## src/rtl/clock_set_ctrl_if.sv

```systemverilog
// ---------------------------------------------------------------------------
// clock_set_ctrl_if
// Groups the button/tick inputs and the counter-chain control outputs of
// clock_set_ctrl. clk and rst_n stay plain ports on the controller.
//   tick_1hz  : one-cycle pulse per second
//   btn_mode  : debounced mode button level, 1 = pressed
//   btn_inc   : debounced increment button level, 1 = pressed
//   run_en    : 1 = counter chain advances on tick_1hz
//   inc_hour  : one-cycle hour increment strobe
//   inc_min   : one-cycle minute increment strobe
//   sec_clr   : one-cycle seconds clear strobe
//   sel       : 00 RUN, 01 SET_HOUR, 10 SET_MIN, 11 SET_SEC
//   blink     : display blink phase for the selected field
// master drives the inputs (debouncers/tick source), slave is the controller.
// ---------------------------------------------------------------------------
interface clock_set_ctrl_if;
  logic       tick_1hz;
  logic       btn_mode;
  logic       btn_inc;
  logic       run_en;
  logic       inc_hour;
  logic       inc_min;
  logic       sec_clr;
  logic [1:0] sel;
  logic       blink;

  modport master (
    output tick_1hz, btn_mode, btn_inc,
    input  run_en, inc_hour, inc_min, sec_clr, sel, blink
  );

  modport slave (
    input  tick_1hz, btn_mode, btn_inc,
    output run_en, inc_hour, inc_min, sec_clr, sel, blink
  );
endinterface

```

## src/rtl/clock_set_ctrl.sv

```systemverilog
// ---------------------------------------------------------------------------
// clock_set_ctrl
// Time-setting controller for the seconds/minutes/hours counter chain.
// btn_mode steps RUN -> SET_HOUR -> SET_MIN -> SET_SEC -> RUN. In a set state
// btn_inc produces a strobe for the selected field, with auto-repeat while
// held. An idle set state falls back to RUN after TIMEOUT_S seconds.
// All outputs are registered.
// Ports:
//   clk   : system clock, rising edge
//   rst_n : asynchronous active-low reset
//   bus   : clock_set_ctrl_if.slave (tick/buttons in, chain controls out)
// ---------------------------------------------------------------------------
module clock_set_ctrl #(
  parameter int REPEAT_DELAY = 500,
  parameter int REPEAT_RATE  = 100,
  parameter int TIMEOUT_S    = 30
) (
  input  logic            clk,
  input  logic            rst_n,
  clock_set_ctrl_if.slave bus
);

  localparam int REP_MAX = (REPEAT_DELAY > REPEAT_RATE) ? REPEAT_DELAY : REPEAT_RATE;
  localparam int REP_CW  = $clog2(REP_MAX + 1);
  localparam int TO_CW   = $clog2(TIMEOUT_S + 1);

  localparam logic [REP_CW-1:0] REP_DELAY_LD = REP_CW'(REPEAT_DELAY - 1);
  localparam logic [REP_CW-1:0] REP_RATE_LD  = REP_CW'(REPEAT_RATE - 1);
  localparam logic [TO_CW-1:0]  TO_LIMIT     = TO_CW'(TIMEOUT_S);

  typedef enum logic [1:0] {
    ST_RUN  = 2'b00,
    ST_HOUR = 2'b01,
    ST_MIN  = 2'b10,
    ST_SEC  = 2'b11
  } state_t;

  state_t             state_r;
  state_t             state_nxt_s;

  logic               btn_mode_q_r;
  logic               btn_inc_q_r;
  logic               mode_rise_s;
  logic               inc_rise_s;

  logic [REP_CW-1:0]  rep_cnt_r;
  logic [REP_CW-1:0]  rep_cnt_nxt_s;
  logic               rep_act_r;
  logic               rep_act_nxt_s;
  logic               rep_fire_s;

  logic [TO_CW-1:0]   to_cnt_r;
  logic [TO_CW-1:0]   to_cnt_nxt_s;
  logic               to_hit_s;

  logic               inc_ev_s;

  logic               run_en_r;
  logic [1:0]         sel_r;
  logic               blink_r;
  logic               inc_hour_r;
  logic               inc_min_r;
  logic               sec_clr_r;

  logic               run_en_nxt_s;
  logic [1:0]         sel_nxt_s;
  logic               blink_nxt_s;
  logic               inc_hour_nxt_s;
  logic               inc_min_nxt_s;
  logic               sec_clr_nxt_s;

  assign mode_rise_s = bus.btn_mode & ~btn_mode_q_r;
  assign inc_rise_s  = bus.btn_inc & ~btn_inc_q_r;

  // The repeat counter counts down while armed; zero with btn_inc still held
  // means the delay/rate interval has just elapsed.
  assign rep_fire_s  = rep_act_r & bus.btn_inc & (rep_cnt_r == {REP_CW{1'b0}});

  assign to_hit_s    = (state_r != ST_RUN) & (to_cnt_r == TO_LIMIT);

  // Priority: mode_rise, then timeout, then increment. RUN never strobes.
  assign inc_ev_s    = (state_r != ST_RUN) & ~mode_rise_s & ~to_hit_s &
                       (inc_rise_s | rep_fire_s);

  // Button history registers for edge detection.
  always_ff @(posedge clk or negedge rst_n) begin
    if (!rst_n) begin
      btn_mode_q_r <= 1'b0;
      btn_inc_q_r  <= 1'b0;
    end else begin
      btn_mode_q_r <= bus.btn_mode;
      btn_inc_q_r  <= bus.btn_inc;
    end
  end

  // FSM state register.
  always_ff @(posedge clk or negedge rst_n) begin
    if (!rst_n) begin
      state_r <= ST_RUN;
    end else begin
      state_r <= state_nxt_s;
    end
  end

  // FSM next-state logic.
  always_comb begin
    state_nxt_s = state_r;
    if (mode_rise_s) begin
      case (state_r)
        ST_RUN:  state_nxt_s = ST_HOUR;
        ST_HOUR: state_nxt_s = ST_MIN;
        ST_MIN:  state_nxt_s = ST_SEC;
        ST_SEC:  state_nxt_s = ST_RUN;
        default: state_nxt_s = ST_RUN;
      endcase
    end else if (to_hit_s) begin
      state_nxt_s = ST_RUN;
    end else begin
      state_nxt_s = state_r;
    end
  end

  // Auto-repeat counter next value. A mode change disarms it so a held
  // btn_inc needs a fresh press in the new field.
  always_comb begin
    rep_cnt_nxt_s = rep_cnt_r;
    rep_act_nxt_s = rep_act_r;
    if ((state_r == ST_RUN) || mode_rise_s || to_hit_s || !bus.btn_inc) begin
      rep_cnt_nxt_s = {REP_CW{1'b0}};
      rep_act_nxt_s = 1'b0;
    end else if (inc_rise_s) begin
      rep_cnt_nxt_s = REP_DELAY_LD;
      rep_act_nxt_s = 1'b1;
    end else if (rep_act_r) begin
      if (rep_cnt_r == {REP_CW{1'b0}}) begin
        rep_cnt_nxt_s = REP_RATE_LD;
      end else begin
        rep_cnt_nxt_s = rep_cnt_r - {{(REP_CW-1){1'b0}}, 1'b1};
      end
    end else begin
      rep_cnt_nxt_s = {REP_CW{1'b0}};
    end
  end

  // Inactivity timeout counter next value, saturating at the limit.
  always_comb begin
    to_cnt_nxt_s = to_cnt_r;
    if ((state_r == ST_RUN) || mode_rise_s || to_hit_s || inc_ev_s) begin
      to_cnt_nxt_s = {TO_CW{1'b0}};
    end else if (bus.tick_1hz && (to_cnt_r != TO_LIMIT)) begin
      to_cnt_nxt_s = to_cnt_r + {{(TO_CW-1){1'b0}}, 1'b1};
    end else begin
      to_cnt_nxt_s = to_cnt_r;
    end
  end

  // Repeat and timeout counter registers.
  always_ff @(posedge clk or negedge rst_n) begin
    if (!rst_n) begin
      rep_cnt_r <= {REP_CW{1'b0}};
      rep_act_r <= 1'b0;
      to_cnt_r  <= {TO_CW{1'b0}};
    end else begin
      rep_cnt_r <= rep_cnt_nxt_s;
      rep_act_r <= rep_act_nxt_s;
      to_cnt_r  <= to_cnt_nxt_s;
    end
  end

  // FSM output logic: next values of the registered outputs.
  always_comb begin
    run_en_nxt_s   = (state_nxt_s == ST_RUN);
    sel_nxt_s      = state_nxt_s;
    inc_hour_nxt_s = 1'b0;
    inc_min_nxt_s  = 1'b0;
    sec_clr_nxt_s  = 1'b0;
    blink_nxt_s    = blink_r;

    case (state_r)
      ST_HOUR: inc_hour_nxt_s = inc_ev_s;
      ST_MIN:  inc_min_nxt_s  = inc_ev_s;
      ST_SEC:  sec_clr_nxt_s  = inc_ev_s;
      default: begin
        inc_hour_nxt_s = 1'b0;
        inc_min_nxt_s  = 1'b0;
        sec_clr_nxt_s  = 1'b0;
      end
    endcase

    // Keep the field lit on entry and while it is being adjusted.
    if (state_nxt_s == ST_RUN) begin
      blink_nxt_s = 1'b0;
    end else if (state_nxt_s != state_r) begin
      blink_nxt_s = 1'b1;
    end else if (inc_ev_s) begin
      blink_nxt_s = 1'b1;
    end else if (bus.tick_1hz) begin
      blink_nxt_s = ~blink_r;
    end else begin
      blink_nxt_s = blink_r;
    end
  end

  // Output registers.
  always_ff @(posedge clk or negedge rst_n) begin
    if (!rst_n) begin
      run_en_r   <= 1'b1;
      sel_r      <= 2'b00;
      blink_r    <= 1'b0;
      inc_hour_r <= 1'b0;
      inc_min_r  <= 1'b0;
      sec_clr_r  <= 1'b0;
    end else begin
      run_en_r   <= run_en_nxt_s;
      sel_r      <= sel_nxt_s;
      blink_r    <= blink_nxt_s;
      inc_hour_r <= inc_hour_nxt_s;
      inc_min_r  <= inc_min_nxt_s;
      sec_clr_r  <= sec_clr_nxt_s;
    end
  end

  assign bus.run_en   = run_en_r;
  assign bus.sel      = sel_r;
  assign bus.blink    = blink_r;
  assign bus.inc_hour = inc_hour_r;
  assign bus.inc_min  = inc_min_r;
  assign bus.sec_clr  = sec_clr_r;

endmodule

```

## src/flat_wrapper.sv

```systemverilog
// flat-port wrapper written by rule: the top's interface ports become plain ports
module clock_set_ctrl_flat 
#(
  parameter int REPEAT_DELAY = 500,
  parameter int REPEAT_RATE  = 100,
  parameter int TIMEOUT_S    = 30
)
  (clk, rst_n, bus_tick_1hz, bus_btn_mode, bus_btn_inc, bus_run_en, bus_inc_hour, bus_inc_min, bus_sec_clr, bus_sel, bus_blink);
  clock_set_ctrl_if bus_i ();
  input  logic clk;
  input  logic rst_n;
  input wire logic [$bits(bus_i.tick_1hz)-1:0] bus_tick_1hz;
  input wire logic [$bits(bus_i.btn_mode)-1:0] bus_btn_mode;
  input wire logic [$bits(bus_i.btn_inc)-1:0] bus_btn_inc;
  output wire logic [$bits(bus_i.run_en)-1:0] bus_run_en;
  output wire logic [$bits(bus_i.inc_hour)-1:0] bus_inc_hour;
  output wire logic [$bits(bus_i.inc_min)-1:0] bus_inc_min;
  output wire logic [$bits(bus_i.sec_clr)-1:0] bus_sec_clr;
  output wire logic [$bits(bus_i.sel)-1:0] bus_sel;
  output wire logic [$bits(bus_i.blink)-1:0] bus_blink;
  assign bus_i.tick_1hz = bus_tick_1hz;
  assign bus_i.btn_mode = bus_btn_mode;
  assign bus_i.btn_inc = bus_btn_inc;
  assign bus_run_en = bus_i.run_en;
  assign bus_inc_hour = bus_i.inc_hour;
  assign bus_inc_min = bus_i.inc_min;
  assign bus_sec_clr = bus_i.sec_clr;
  assign bus_sel = bus_i.sel;
  assign bus_blink = bus_i.blink;
  clock_set_ctrl #(.REPEAT_DELAY(REPEAT_DELAY), .REPEAT_RATE(REPEAT_RATE), .TIMEOUT_S(TIMEOUT_S)) u_core (.clk(clk), .rst_n(rst_n), .bus(bus_i));
endmodule
```

## config.mk

```make
export PLATFORM = sky130hd
export DESIGN_NAME = clock_set_ctrl_flat
export DESIGN_NICKNAME = d
export VERILOG_FILES = /design/src/rtl/clock_set_ctrl_if.sv /design/src/rtl/clock_set_ctrl.sv /design/src/flat_wrapper.sv
export SDC_FILE = /design/constraint.sdc
export NUM_CORES = 1
export LEC_CHECK = 0
export ABC_AREA = 1
export CORE_UTILIZATION = 51
export CTS_CLUSTER_DIAMETER = 40
export DETAILED_ROUTE_END_ITERATION = 8
export PLACE_DENSITY_LB_ADDON = 0.05
export REMOVE_ABC_BUFFERS = 1
export SLEW_MARGIN = 20
export SYNTH_ARGS = -nofsm -noshare
export SYNTH_HDL_FRONTEND = slang
export SYNTH_SLANG_ARGS = --single-unit
```

## constraint.sdc

```tcl
create_clock -name clk -period 2.25 [get_ports clk]
set_clock_uncertainty 0.2 [all_clocks]
set_input_delay 0.3375 -clock clk [delete_from_list [all_inputs] [get_ports clk]]
set_output_delay 0.3375 -clock clk [all_outputs]
set_load 0.01 [all_outputs]
```

==> flow_summary.json <==
{
  "status": "complete, no violations",
  "reg2reg_slack_ps": 450,
  "synth_top_family_by_area": "simple AND/OR/NAND/NOR gates",
  "cts.sinks": 24,
  "first_iter_violations": 6,
  "hp-class": "in2async",
  "p_per_area_nw_per_um2": 930.9,
  "io_pins": 12,
  "yosys.area_share.xor_xnor_pct": 3.797,
  "end_kind": "primary output",
  "grt_overflow": 0,
  "post-dp-hpwl_um": 1728,
  "setup_viol": 0,
  "path_max_fanout": 1,
  "syn_inst": 160,
  "nFillCells": 229,
  "cp-start-kind": "register",
  "cp_num_buf_inv": 1,
  "die_h_um": 54.09,
  "cts_setup_buffers": 0,
  "worst_pin_slew_ps": 303.1,
  "ys_seq_elements": 24,
  "dr.pass1.iters": 3,
  "synthMuxAreaShare_pct": 0,
  "post-route-period-util_pct": 84.65,
  "fin_crit_ps": 1905,
  "wl_um": 2164,
  "crit_family": "flip-flops",
  "syn_area_sq_um": 1384,
  "hold_viol_final": 0,
  "die_area_sq_um": 2926,
  "grt_max_degree": 25,
  "timing.final.max_slew_violations": 0,
  "required_ps": 1710,
  "setup_tns_ps": 0,
  "clkLatencyLatePin_ps": 300,
  "ant_nets": 0,
  "n_antenna_cell": 0,
  "finalNonFillerCells": 205,
  "numCtsBuffers": 3,
  "ir_drop_mv": 0.7717,
  "synthSimpleGateAreaFrac_pct": 30.11,
  "root_buffer": "clkbuf_4",
  "antenna_found_initial": 0,
  "slew_headroom_pct": 79.68,
  "cts_hold_buf": 0,
  "drc_errors": 0,
  "cp_slowest_cell": "dfstp_2",
  "synth_compound_area_share_pct": 7.143,
  "portBuffers": 11,
  "power_mw": 1.453,
  "synth_adder_area_share_pct": 7.233,
  "crit_path_max_incr_delay_ps": 540,
  "fin_util_pct": 61.86,
  "drive_gt1_share_pct": 16.57,
  "gp_congestion": 0.6717,
  "cap_violations": 0,
  "start_util_pct": 54.86,
  "cts_tree": "built",
  "rows": 18,
  "path_cells": "clkdlybuf4s50_1",
  "clockBufferDepth": 2,
  "die_x_um": 54.09,
  "placed_cells": 201,
  "avgSynthCellArea_sq_um": 8.649,
  "cts_max_level": 1,
  "regArea_sq_um": 601.8,
  "crit_type": "reg2out",
  "fin_nets": 189,
  "track_usage_pct": 18.35,
  "p_leak_nw": 0.7621,
  "multi_input_area_sq_um": 668.1,
  "grt_pass1_vias": 926,
  "clk_pin_slew_ps": 120,
  "rsz0062_at_grt": "no",
  "viasPerCell": 4.815,
  "holdWs_ps": 163.8,
  "grt_pass1_wl_um": 3829,
  "fp.coreArea_sq_um": 2522,
  "cts_resized": 0,
  "fmax_ghz": 0.5250,
  "syn2layout_area_growth_pct": 12.75,
  "vias": 987,
  "synth-warning-count": 0,
  "yosysSeqAreaShare_pct": 43.49,
  "yosysUniqueCellTypes": 27,
  "wl_per_cell_um": 10.56,
  "arrival_ps": 1370
}
[layer usage]
metal / global-route usage [%] / up-vias / routed length (um)
li1: - / 534 / -
met1: 22.93 / 445 / 1003
met2: 31.28 / 6 / 1102
met3: 2.825 / 2 / 40
met4: 7.692 / 0 / 19
met5: 0 / - / 0
[synth_stat cells]
library cell | number | share of area (%)
inv_1 | 23 | 6.2
nand2_2 | 5 | 2.3
nand2_1 | 20 | 5.4
xnor2_1 | 2 | 1.3
nand3_1 | 12 | 4.3
nor2_1 | 18 | 4.9
o21ai_1 | 4 | 1.4
o211ai_1 | 1 | 0.54
nor2_4 | 3 | 2.4
dfstp_2 | 1 | 1.9
nand2_4 | 1 | 0.81
nand4_1 | 2 | 0.90
a21oi_1 | 11 | 4.0
nand3_2 | 1 | 0.72
a21oi_4 | 1 | 1.2
or2_1 | 2 | 0.90
nand3_4 | 1 | 1.3
nor3_1 | 4 | 1.4
nor2_8 | 1 | 1.4
nor2_2 | 3 | 1.4
inv_2 | 6 | 1.6
xor2_1 | 4 | 2.5
nor3_4 | 1 | 1.2
dfrtp_1 | 23 | 42
nor3_2 | 1 | 0.72
ha_1 | 8 | 7.2
buf_2 | 1 | 0.36
[area by class of cell]
| class | count | share of cell area, % |
|---|---|---|
| Multi-Input combinational cell | 106 | 42.82 |
| Timing Repair Buffer | 12 | 7.538 |
| Inverter | 29 | 6.977 |
| Tap cell | 30 | 2.406 |
| Sequential cell | 24 | 38.57 |
| Clock buffer | 4 | 1.684 |
[power by group]
group / leakage [nW] / switching, mW / internal (mW) / total [mW]
combinational: 0.430 / 0.398 / 0.284 / 0.682
sequential: 0.317 / 0.0725 / 0.513 / 0.586
clock: 0.0150 / 0.116 / 0.0691 / 0.185
total: 0.762 / 0.587 / 0.866 / 1.45
[stage by stage]
stage | instance area, sq um | setup slack [ps]
after floorplan | 1379 | 579.2
after global placement | 1534 | 364.0
after detailed placement | 1534 | 335.3
after CTS | 1560 | 321.8
after global routing | 1560 | 257.8
final | 1560 | 345.4
[cells in the final DEF, fill, tap and decap left out, types with 5 or more instances in the layout]
cell,n
inv_1,23
dfrtp_1,23
nand2_1,20
nor2_1,18
nand3_1,12
a21oi_1,11
clkdlybuf4s50_1,11
ha_1,8
inv_2,6
nand2_2,5
[sequential cells by signal, summed over array words and instances (netlist names)]
register,cells
u_core.btn_inc_q_r,1
u_core.rep_cnt_r,9
u_core.state_r,2
u_core.to_cnt_r,5
u_core.bus.blink,1
u_core.bus.inc_min,1
u_core.bus.run_en,1
u_core.btn_mode_q_r,1
u_core.rep_act_r,1
u_core.bus.sec_clr,1
u_core.bus.inc_hour,1
[final timing paths]
kind                                    startpoint                  end  cells past startpoint
worst max-delay path             u_core.bus.run_en           bus_run_en                      1
worst min-delay path                         rst_n   u_core.to_cnt_r[1]                      2
worst max register to register   u_core.state_r[0]   u_core.to_cnt_r[2]                      7
worst min register to register  u_core.to_cnt_r[4]   u_core.to_cnt_r[4]                      2
max in group asynchronous                    rst_n    u_core.bus.run_en                      2
min in group clk                      bus_btn_mode  u_core.btn_mode_q_r                      1
[logic make-up (layout without fill, tap and decap cells)]
family / count (synthesis) / after routing
fa+ha+maj: 8 / 8
xor+xnor: 6 / 6
compound gates: 17 / 17
flops: 24 / 24
simple gates: 75 / 75
buf+inv: 30 / 45
Power figures use the tool's default switching activity.
